===== src/rtl/gate_seq_pkg.sv =====
// gate_seq_pkg: shared state, status codes and profile record for the gate sequencer.
package gate_seq_pkg;
  typedef enum logic [1:0] {IDLE, LOAD, RUN, RESP} state_t;
  localparam logic [1:0] ERR_OK = 2'd0;
  localparam logic [1:0] ERR_ABORT = 2'd1;
  localparam logic [1:0] ERR_TIMEOUT = 2'd2;
  localparam logic [1:0] ERR_CFG = 2'd3;
  localparam int PROF_REP_W = 8;
  typedef struct packed {
    logic [7:0] tsync;
    logic [7:0] tgdel;
    logic [15:0] tgate;
    logic [15:0] tlen;
    logic [PROF_REP_W-1:0] rep;
  } prof_t;
  function automatic logic cfg_bad(prof_t p);
    return p.tgate == '0 || p.tlen == '0;
  endfunction
endpackage


===== src/rtl/gate_seq_ctrl_if.sv =====
// gate_seq_ctrl_if: requester request bundle and tagged completion channel.
interface gate_seq_ctrl_if #(parameter int NREQ = 2, parameter int REP_W = 4, parameter int CNT_W = 24);
  localparam int ID_W = NREQ > 1 ? $clog2(NREQ) : 1;
  logic [NREQ-1:0] req_valid;
  logic [NREQ-1:0] req_ready;
  logic [NREQ-1:0][7:0] req_tsync;
  logic [NREQ-1:0][7:0] req_tgdel;
  logic [NREQ-1:0][15:0] req_tgate;
  logic [NREQ-1:0][15:0] req_tlen;
  logic [NREQ-1:0][REP_W-1:0] req_rep;
  logic rsp_valid;
  logic rsp_ready;
  logic [ID_W-1:0] rsp_id;
  logic [1:0] rsp_err;
  logic [CNT_W-1:0] rsp_gates;
  modport master (output req_valid, req_tsync, req_tgdel, req_tgate, req_tlen, req_rep, rsp_ready,
                  input req_ready, rsp_valid, rsp_id, rsp_err, rsp_gates);
  modport slave (input req_valid, req_tsync, req_tgdel, req_tgate, req_tlen, req_rep, rsp_ready,
                 output req_ready, rsp_valid, rsp_id, rsp_err, rsp_gates);
endinterface


===== src/rtl/gate_seq_rr_arb.sv =====
// gate_seq_rr_arb: round-robin arbiter, combinational grant, pointer moves only on accept.
module gate_seq_rr_arb #(
  parameter int NREQ = 2,
  parameter int ID_W = NREQ > 1 ? $clog2(NREQ) : 1
) (
  input  logic            clk,
  input  logic            rst_n,
  input  logic [NREQ-1:0] req,
  input  logic            accept,
  output logic [NREQ-1:0] grant,
  output logic [ID_W-1:0] grant_idx,
  output logic            any
);
  logic [ID_W-1:0] last;
  always_comb begin
    grant_idx = '0;
    any = 1'b0;
    // scan farthest-first so the nearest valid index after last wins
    for (int i = NREQ; i >= 1; i--)
      if (req[(int'(last) + i) % NREQ]) begin
        grant_idx = ID_W'((int'(last) + i) % NREQ);
        any = 1'b1;
      end
    grant = any ? NREQ'(1) << grant_idx : '0;
  end
  always_ff @(posedge clk or negedge rst_n)
    if (!rst_n) last <= ID_W'(NREQ - 1);
    else if (accept) last <= grant_idx;
endmodule


===== src/rtl/gate_seq_ctrl.sv =====
// gate_seq_ctrl: arbitrates requesters, sequences the sync/gate generator, returns tagged gate counts.
// Define GATE_SEQ_TIMEOUT_EN to add a RUN watchdog that ends the job with a timeout status.
module gate_seq_ctrl
  import gate_seq_pkg::*;
#(
  parameter int NREQ = 2,
  parameter int CNT_W = 24,
  parameter int REP_W = 4,
  parameter int TO_LIMIT = 20'hFFFFF
) (
  input  logic                 clk,
  input  logic                 rst_n,
  gate_seq_ctrl_if.slave       bus,
  input  logic                 abort,
  output logic                 gen_ena,
  output logic [7:0]           gen_tsync,
  output logic [7:0]           gen_tgdel,
  output logic [15:0]          gen_tgate,
  output logic [15:0]          gen_tlen,
  input  logic                 gen_sync,
  input  logic                 gen_gate,
  input  logic                 gen_done
);
  localparam int ID_W = NREQ > 1 ? $clog2(NREQ) : 1;
  state_t state;
  prof_t prof, nprof;
  logic [CNT_W-1:0] gates;
  logic [NREQ-1:0] grant;
  logic [ID_W-1:0] gidx;
  logic any, to_hit, stop;
  logic [1:0] stop_err;
  logic unused_ok;
  assign unused_ok = gen_sync;
`ifdef GATE_SEQ_TIMEOUT_EN
  localparam int TO_W = $clog2(TO_LIMIT + 1);
  logic [TO_W-1:0] to_cnt;
  assign to_hit = to_cnt == TO_W'(TO_LIMIT - 1);
`else
  localparam int unused_to = TO_LIMIT;
  assign to_hit = 1'b0;
`endif
  gate_seq_rr_arb #(.NREQ(NREQ), .ID_W(ID_W)) u_arb (
    .clk(clk), .rst_n(rst_n), .req(bus.req_valid), .accept(state == IDLE && any),
    .grant(grant), .grant_idx(gidx), .any(any)
  );
  assign bus.req_ready = (state == IDLE && rst_n) ? grant : '0;
  assign nprof = '{tsync: bus.req_tsync[gidx], tgdel: bus.req_tgdel[gidx], tgate: bus.req_tgate[gidx],
                   tlen: bus.req_tlen[gidx], rep: PROF_REP_W'(bus.req_rep[gidx][REP_W-1:0])};
  assign {gen_tsync, gen_tgdel, gen_tgate, gen_tlen} = {prof.tsync, prof.tgdel, prof.tgate, prof.tlen};
  assign bus.rsp_gates = gates;
  // abort outranks done, and a done in the same cycle as the watchdog still completes normally
  assign stop = abort || (gen_done && prof.rep == '0) || (to_hit && !gen_done);
  assign stop_err = abort ? ERR_ABORT : gen_done ? ERR_OK : ERR_TIMEOUT;
  always_ff @(posedge clk or negedge rst_n)
    if (!rst_n) begin
      state <= IDLE;
      prof <= '0;
      gates <= '0;
      gen_ena <= 1'b0;
      bus.rsp_valid <= 1'b0;
      bus.rsp_err <= ERR_OK;
      bus.rsp_id <= '0;
`ifdef GATE_SEQ_TIMEOUT_EN
      to_cnt <= '0;
`endif
    end else case (state)
      IDLE: if (any) begin
        prof <= nprof;
        bus.rsp_id <= gidx;
        gates <= '0;
        if (cfg_bad(nprof)) begin
          bus.rsp_err <= ERR_CFG;
          bus.rsp_valid <= 1'b1;
          state <= RESP;
        end else state <= LOAD;
      end
      LOAD: begin
`ifdef GATE_SEQ_TIMEOUT_EN
        to_cnt <= '0;
`endif
        if (abort) begin
          bus.rsp_err <= ERR_ABORT;
          bus.rsp_valid <= 1'b1;
          state <= RESP;
        end else begin
          gen_ena <= 1'b1;
          state <= RUN;
        end
      end
      RUN: begin
`ifdef GATE_SEQ_TIMEOUT_EN
        to_cnt <= to_cnt + 1'b1;
`endif
        if (gen_gate && !(&gates)) gates <= gates + 1'b1;
        if (stop) begin
          gen_ena <= 1'b0;
          bus.rsp_err <= stop_err;
          bus.rsp_valid <= 1'b1;
          state <= RESP;
        end else if (gen_done) begin
          prof.rep <= prof.rep - 1'b1;
          gen_ena <= 1'b0;
          state <= LOAD;
        end
      end
      RESP: if (bus.rsp_ready) begin
        bus.rsp_valid <= 1'b0;
        state <= IDLE;
      end
      default: state <= IDLE;
    endcase
endmodule


===== src/flat_wrapper.sv =====
// flat-port wrapper written by rule: the top's interface ports become plain ports
module gate_seq_ctrl_flat import gate_seq_pkg::*;
#(
  parameter int NREQ = 2,
  parameter int CNT_W = 24,
  parameter int REP_W = 4,
  parameter int TO_LIMIT = 20'hFFFFF
)
  (clk, rst_n, abort, gen_ena, gen_tsync, gen_tgdel, gen_tgate, gen_tlen, gen_sync, gen_gate, gen_done, bus_req_valid, bus_req_tsync, bus_req_tgdel, bus_req_tgate, bus_req_tlen, bus_req_rep, bus_rsp_ready, bus_req_ready, bus_rsp_valid, bus_rsp_id, bus_rsp_err, bus_rsp_gates);
  gate_seq_ctrl_if #(.NREQ(NREQ), .REP_W(REP_W), .CNT_W(CNT_W)) bus_i ();
  input  logic clk;
  input  logic rst_n;
  input  logic abort;
  output logic gen_ena;
  output logic [7:0] gen_tsync;
  output logic [7:0] gen_tgdel;
  output logic [15:0] gen_tgate;
  output logic [15:0] gen_tlen;
  input  logic gen_sync;
  input  logic gen_gate;
  input  logic gen_done;
  input wire logic [$bits(bus_i.req_valid)-1:0] bus_req_valid;
  input wire logic [$bits(bus_i.req_tsync)-1:0] bus_req_tsync;
  input wire logic [$bits(bus_i.req_tgdel)-1:0] bus_req_tgdel;
  input wire logic [$bits(bus_i.req_tgate)-1:0] bus_req_tgate;
  input wire logic [$bits(bus_i.req_tlen)-1:0] bus_req_tlen;
  input wire logic [$bits(bus_i.req_rep)-1:0] bus_req_rep;
  input wire logic [$bits(bus_i.rsp_ready)-1:0] bus_rsp_ready;
  output wire logic [$bits(bus_i.req_ready)-1:0] bus_req_ready;
  output wire logic [$bits(bus_i.rsp_valid)-1:0] bus_rsp_valid;
  output wire logic [$bits(bus_i.rsp_id)-1:0] bus_rsp_id;
  output wire logic [$bits(bus_i.rsp_err)-1:0] bus_rsp_err;
  output wire logic [$bits(bus_i.rsp_gates)-1:0] bus_rsp_gates;
  assign bus_i.req_valid = bus_req_valid;
  assign bus_i.req_tsync = bus_req_tsync;
  assign bus_i.req_tgdel = bus_req_tgdel;
  assign bus_i.req_tgate = bus_req_tgate;
  assign bus_i.req_tlen = bus_req_tlen;
  assign bus_i.req_rep = bus_req_rep;
  assign bus_i.rsp_ready = bus_rsp_ready;
  assign bus_req_ready = bus_i.req_ready;
  assign bus_rsp_valid = bus_i.rsp_valid;
  assign bus_rsp_id = bus_i.rsp_id;
  assign bus_rsp_err = bus_i.rsp_err;
  assign bus_rsp_gates = bus_i.rsp_gates;
  gate_seq_ctrl #(.NREQ(NREQ), .CNT_W(CNT_W), .REP_W(REP_W), .TO_LIMIT(TO_LIMIT)) u_core (.clk(clk), .rst_n(rst_n), .bus(bus_i), .abort(abort), .gen_ena(gen_ena), .gen_tsync(gen_tsync), .gen_tgdel(gen_tgdel), .gen_tgate(gen_tgate), .gen_tlen(gen_tlen), .gen_sync(gen_sync), .gen_gate(gen_gate), .gen_done(gen_done));
endmodule

===== config.mk =====
export PLATFORM = sky130hd
export DESIGN_NAME = gate_seq_ctrl_flat
export DESIGN_NICKNAME = d
export VERILOG_FILES = /design/src/rtl/gate_seq_pkg.sv /design/src/rtl/gate_seq_ctrl_if.sv /design/src/rtl/gate_seq_rr_arb.sv /design/src/rtl/gate_seq_ctrl.sv /design/src/flat_wrapper.sv
export SDC_FILE = /design/constraint.sdc
export NUM_CORES = 1
export LEC_CHECK = 0
export ABC_AREA = 0
export CAP_MARGIN = 10
export CORE_ASPECT_RATIO = 1.1
export CORE_UTILIZATION = 48
export DETAILED_ROUTE_END_ITERATION = 16
export PLACE_DENSITY = 0.93
export SYNTH_ARGS = -nofsm -noshare
export SYNTH_HDL_FRONTEND = slang
export SYNTH_SLANG_ARGS = --single-unit

===== constraint.sdc =====
create_clock -name clk -period 4.3 [get_ports clk]
set_clock_uncertainty 0.15 [all_clocks]
set_input_delay 0.86 -clock clk [delete_from_list [all_inputs] [get_ports clk]]
set_output_delay 0.86 -clock clk [all_outputs]
set_load 0.02 [all_outputs]

==> impl_results.md <==
* Post-CTS setup buffers at 0
* Syn Nets at approximately 660
* Layout cell share with drive strength beyond 1 at 5.506%
* GRT overflow at 0
* Mapped cell area at slightly above 5000 µm²
* R2R Setup Slk at between 1 and 1.5 ns
* Final WL at approximately 15000 µm
* Insertion delay to the later sink of the worst-skew pair at 0.33 ns
* CP cell instances: clkdlybuf4s50_1 -> a21boi_4 -> and3_1 -> clkdlybuf4s50_1
* FF-to-FF End: u_core.bus.rsp_gates[13]
* Final slew viol count at 0
* Pre-antenna DRT Iters at 5
* Yosys reg bits at 88
* DRT met1 WL at 5836 µm
* GRT Resource Usage Total at 26.48%
* Synth Area in Compound Gates at 12.66%
* P_sw at 1.658 mW
* CP peak stage delay at 0.62 ns
* Worst reg2reg path startpoint: u_core.state[0]
* Synth area leader: dfrtp_1
* Mux cell area share after synthesis at 10.63%
* CTS sink count at between 80 and 90
* Reg area at approximately 2200 µm²
* Reg power frac at 32.3%
* CTS Root Cell: clkbuf_16
* Final HPWL DP at 11170 µm
* ANT nets after route at 0
* Setup TNS at 0 ns
* Post-synth top area share at 42.53%
* Status: completed
* Inserted Diodes at 0
* Final Cycle Share at 87.05%
* Initial Util at 49.25%
* Final period demand of the worst path at 3.743 ns
* Clock slew at reported path FFs at 0.06 ns
* Top routing layer in use: met4
* Synth Area in Adders at 2.200%
* Die X at 100.5 µm
* Drt drc at 0
* Cell count along the critical path at 4
* Core ar. at 10390 µm²
* CP required at 3.29 ns
* Buf/Inv on CP at 2
* Crit Path Max Fanout at 11
* Family with the most delay on the worst path: buffers and inverters
* Buffers on Ports at 190
* Yosys warns at 0
* H-tree levels at 3
* Slowest-stage cell, CP: clkdlybuf4s50_1
* Num CTS Buffers at 9
* Largest family of logic cells by synthesized area: simple AND/OR/NAND/NOR gates
* Cts hold-fix bufs at 0
* WL met2 at between 7000 and 8000 µm
* CTS max path bufs at 2
* Length in cells of the worst reg-to-reg path at 7
* Post-synth EDFFs at 0
* Post-Syn Area per Cell at 9.532 µm²
* Vias in the first global route at 4529
* Unique masters post-synth at 57
* Commonest non-fill, non-tap cells in the layout: clkdlybuf4s50_1, dfrtp_1, nand2_1, o21ai_0, mux2i_1
* Initial antenna violation count at 0
* RSZ-0062 raised after global routing: no
* Drt wl/cell at approximately 18 µm
* Post-cts resize count at 0
* Syn Inst Count at 537
* Gpl congestion at roughly 0.84
* Crit path arrival time at 2.73 ns
* Final hold violation count at 0
* Critical Path Most Common Cell: clkdlybuf4s50_1
* Clock share of power at roughly a fifth
* Switching Fraction at 40.07%
* Ys async rst share at 100.0%
* Largest net degree at the start of global routing at 100
* Top_reg_cell synth: dfrtp_1
* Die height at roughly 110 µm
* Area grow syn2layout at 38.18%
* WS Path Type: in2out
* Setup Viol. Count Final at 0
* Int Power at 2.479 mW
* Static leakage at between 2 and 3 nW
* Largest cells by area after synthesis: dfrtp_1, mux2i_1, buf_4
* Power Density at about 580 nW/µm²
* WHS at approximately 0.27 ns
* Max VDD drop at 278.1 µV
* Row cnt at 39
* Simple-gate area share of the yosys netlist at 18.53%
* Wire length on met3 at roughly 1300 µm
* XOR/XNOR share of the synthesized area at 2.909%
* Most common cell after layout, fill and taps aside: clkdlybuf4s50_1
* Crit end category: output pin
* TritonCTS clock tree: yes
* Measured slew at the worst slew-check pin at 0.8788 ns
* Vias/cell at 5.610
* CP Launch Type: input pin
* Multi-input logic area at 2427 µm²
* F_max at 267.1 MHz
* DIE AREA at between 10000 and 15000 µm²
* Max-Slew Margin vs Limit at 41.41%
* Comb pwr share at 48.5%
* Fill count at 801
* Max cap viols at 0
* Layout Nets at a little under 800
* Drt initial violations at 196
* First-pass GRT wire length at 22670 µm
* Worst min-delay path class: in2async
* Ports at 192
* Via Count at 4572
* Sequential fraction of the synthesis area at 43.05%
area by class of cell:
cell class / instances / share of cell area (%)
clock buffer: 11 / 3.573
clock inverter: 5 / 0.7783
inverter: 7 / 0.3715
multi-input combinational: 367 / 34.32
sequential: 88 / 31.15
tap: 143 / 2.530
timing repair buffer: 194 / 27.28
cells in the mapped netlist, types with 9 or more instances:
| library cell | n |
|---|---|
| dfrtp_1 | 87 |
| nor2_1 | 24 |
| nand2_1 | 72 |
| nor4_1 | 21 |
| xnor2_1 | 9 |
| ha_1 | 9 |
| buf_4 | 48 |
| o21ai_0 | 64 |
| nand4_1 | 10 |
| clkbuf_1 | 15 |
| a21oi_1 | 9 |
| mux2i_1 | 51 |
cell families after synthesis:
| family | after synthesis |
|---|---|
| AOI/OAI and AO/OA | 106 |
| xor gates and xnor gates | 17 |
| adders and majority gates | 9 |
| buffers and inverters | 82 |
| DFF | 88 |
| muxes | 54 |
| and+or+nand+nor | 181 |
state kept, by name (all words and copies together) (netlist names), 2 cells and up:
register              count
u_core.prof               8
u_core.bus.rsp_gates     24
u_core.gen_tgdel          8
u_core.bus.rsp_err        2
u_core.gen_tlen          16
u_core.state              2
u_core.gen_tsync          8
u_core.gen_tgate         16
how the worst max path moves through the flow:
stage                                   to        startpoint
after floorplan           bus_req_ready[0]  bus_req_valid[1]
after global placement    bus_req_ready[1]  bus_req_valid[1]
after detailed placement  bus_req_ready[1]  bus_req_valid[1]
after CTS                 bus_req_ready[1]  bus_req_valid[1]
after global routing      bus_req_ready[1]  bus_req_valid[1]
final                     bus_req_ready[1]  bus_req_valid[1]
metal layers:
layer,track usage [%],vias up
li1,-,2133
met1,30.37,2203
met2,47.36,205
met3,6.620,31
met4,10.77,0
met5,0,-
power by group through the flow:
stage | logic, mW | registers, mW | clock network (mW)
after floorplan | 1.42 | 1.32 | 0
after global placement | 1.92 | 1.32 | 0
after detailed placement | 2.00 | 1.35 | 0
after CTS | 2.01 | 1.33 | 0.807
after global routing | 2.17 | 1.37 | 0.839
final | 2.00 | 1.33 | 0.797
per-stage QoR:
step	setup slack, ns	cells	cell area (µm²)	power [mW]	utilization, %
after floorplan	1.339	537	5119	2.746	-
after global placement	0.5846	799	6765	3.240	65.09
after detailed placement	0.5600	799	6765	3.348	65.09
after CTS	0.5519	815	7073	4.148	68.05
after global routing	0.4574	815	7073	4.378	68.05
final	0.5568	815	7073	4.136	68.05
Power figures use the tool's default switching activity.
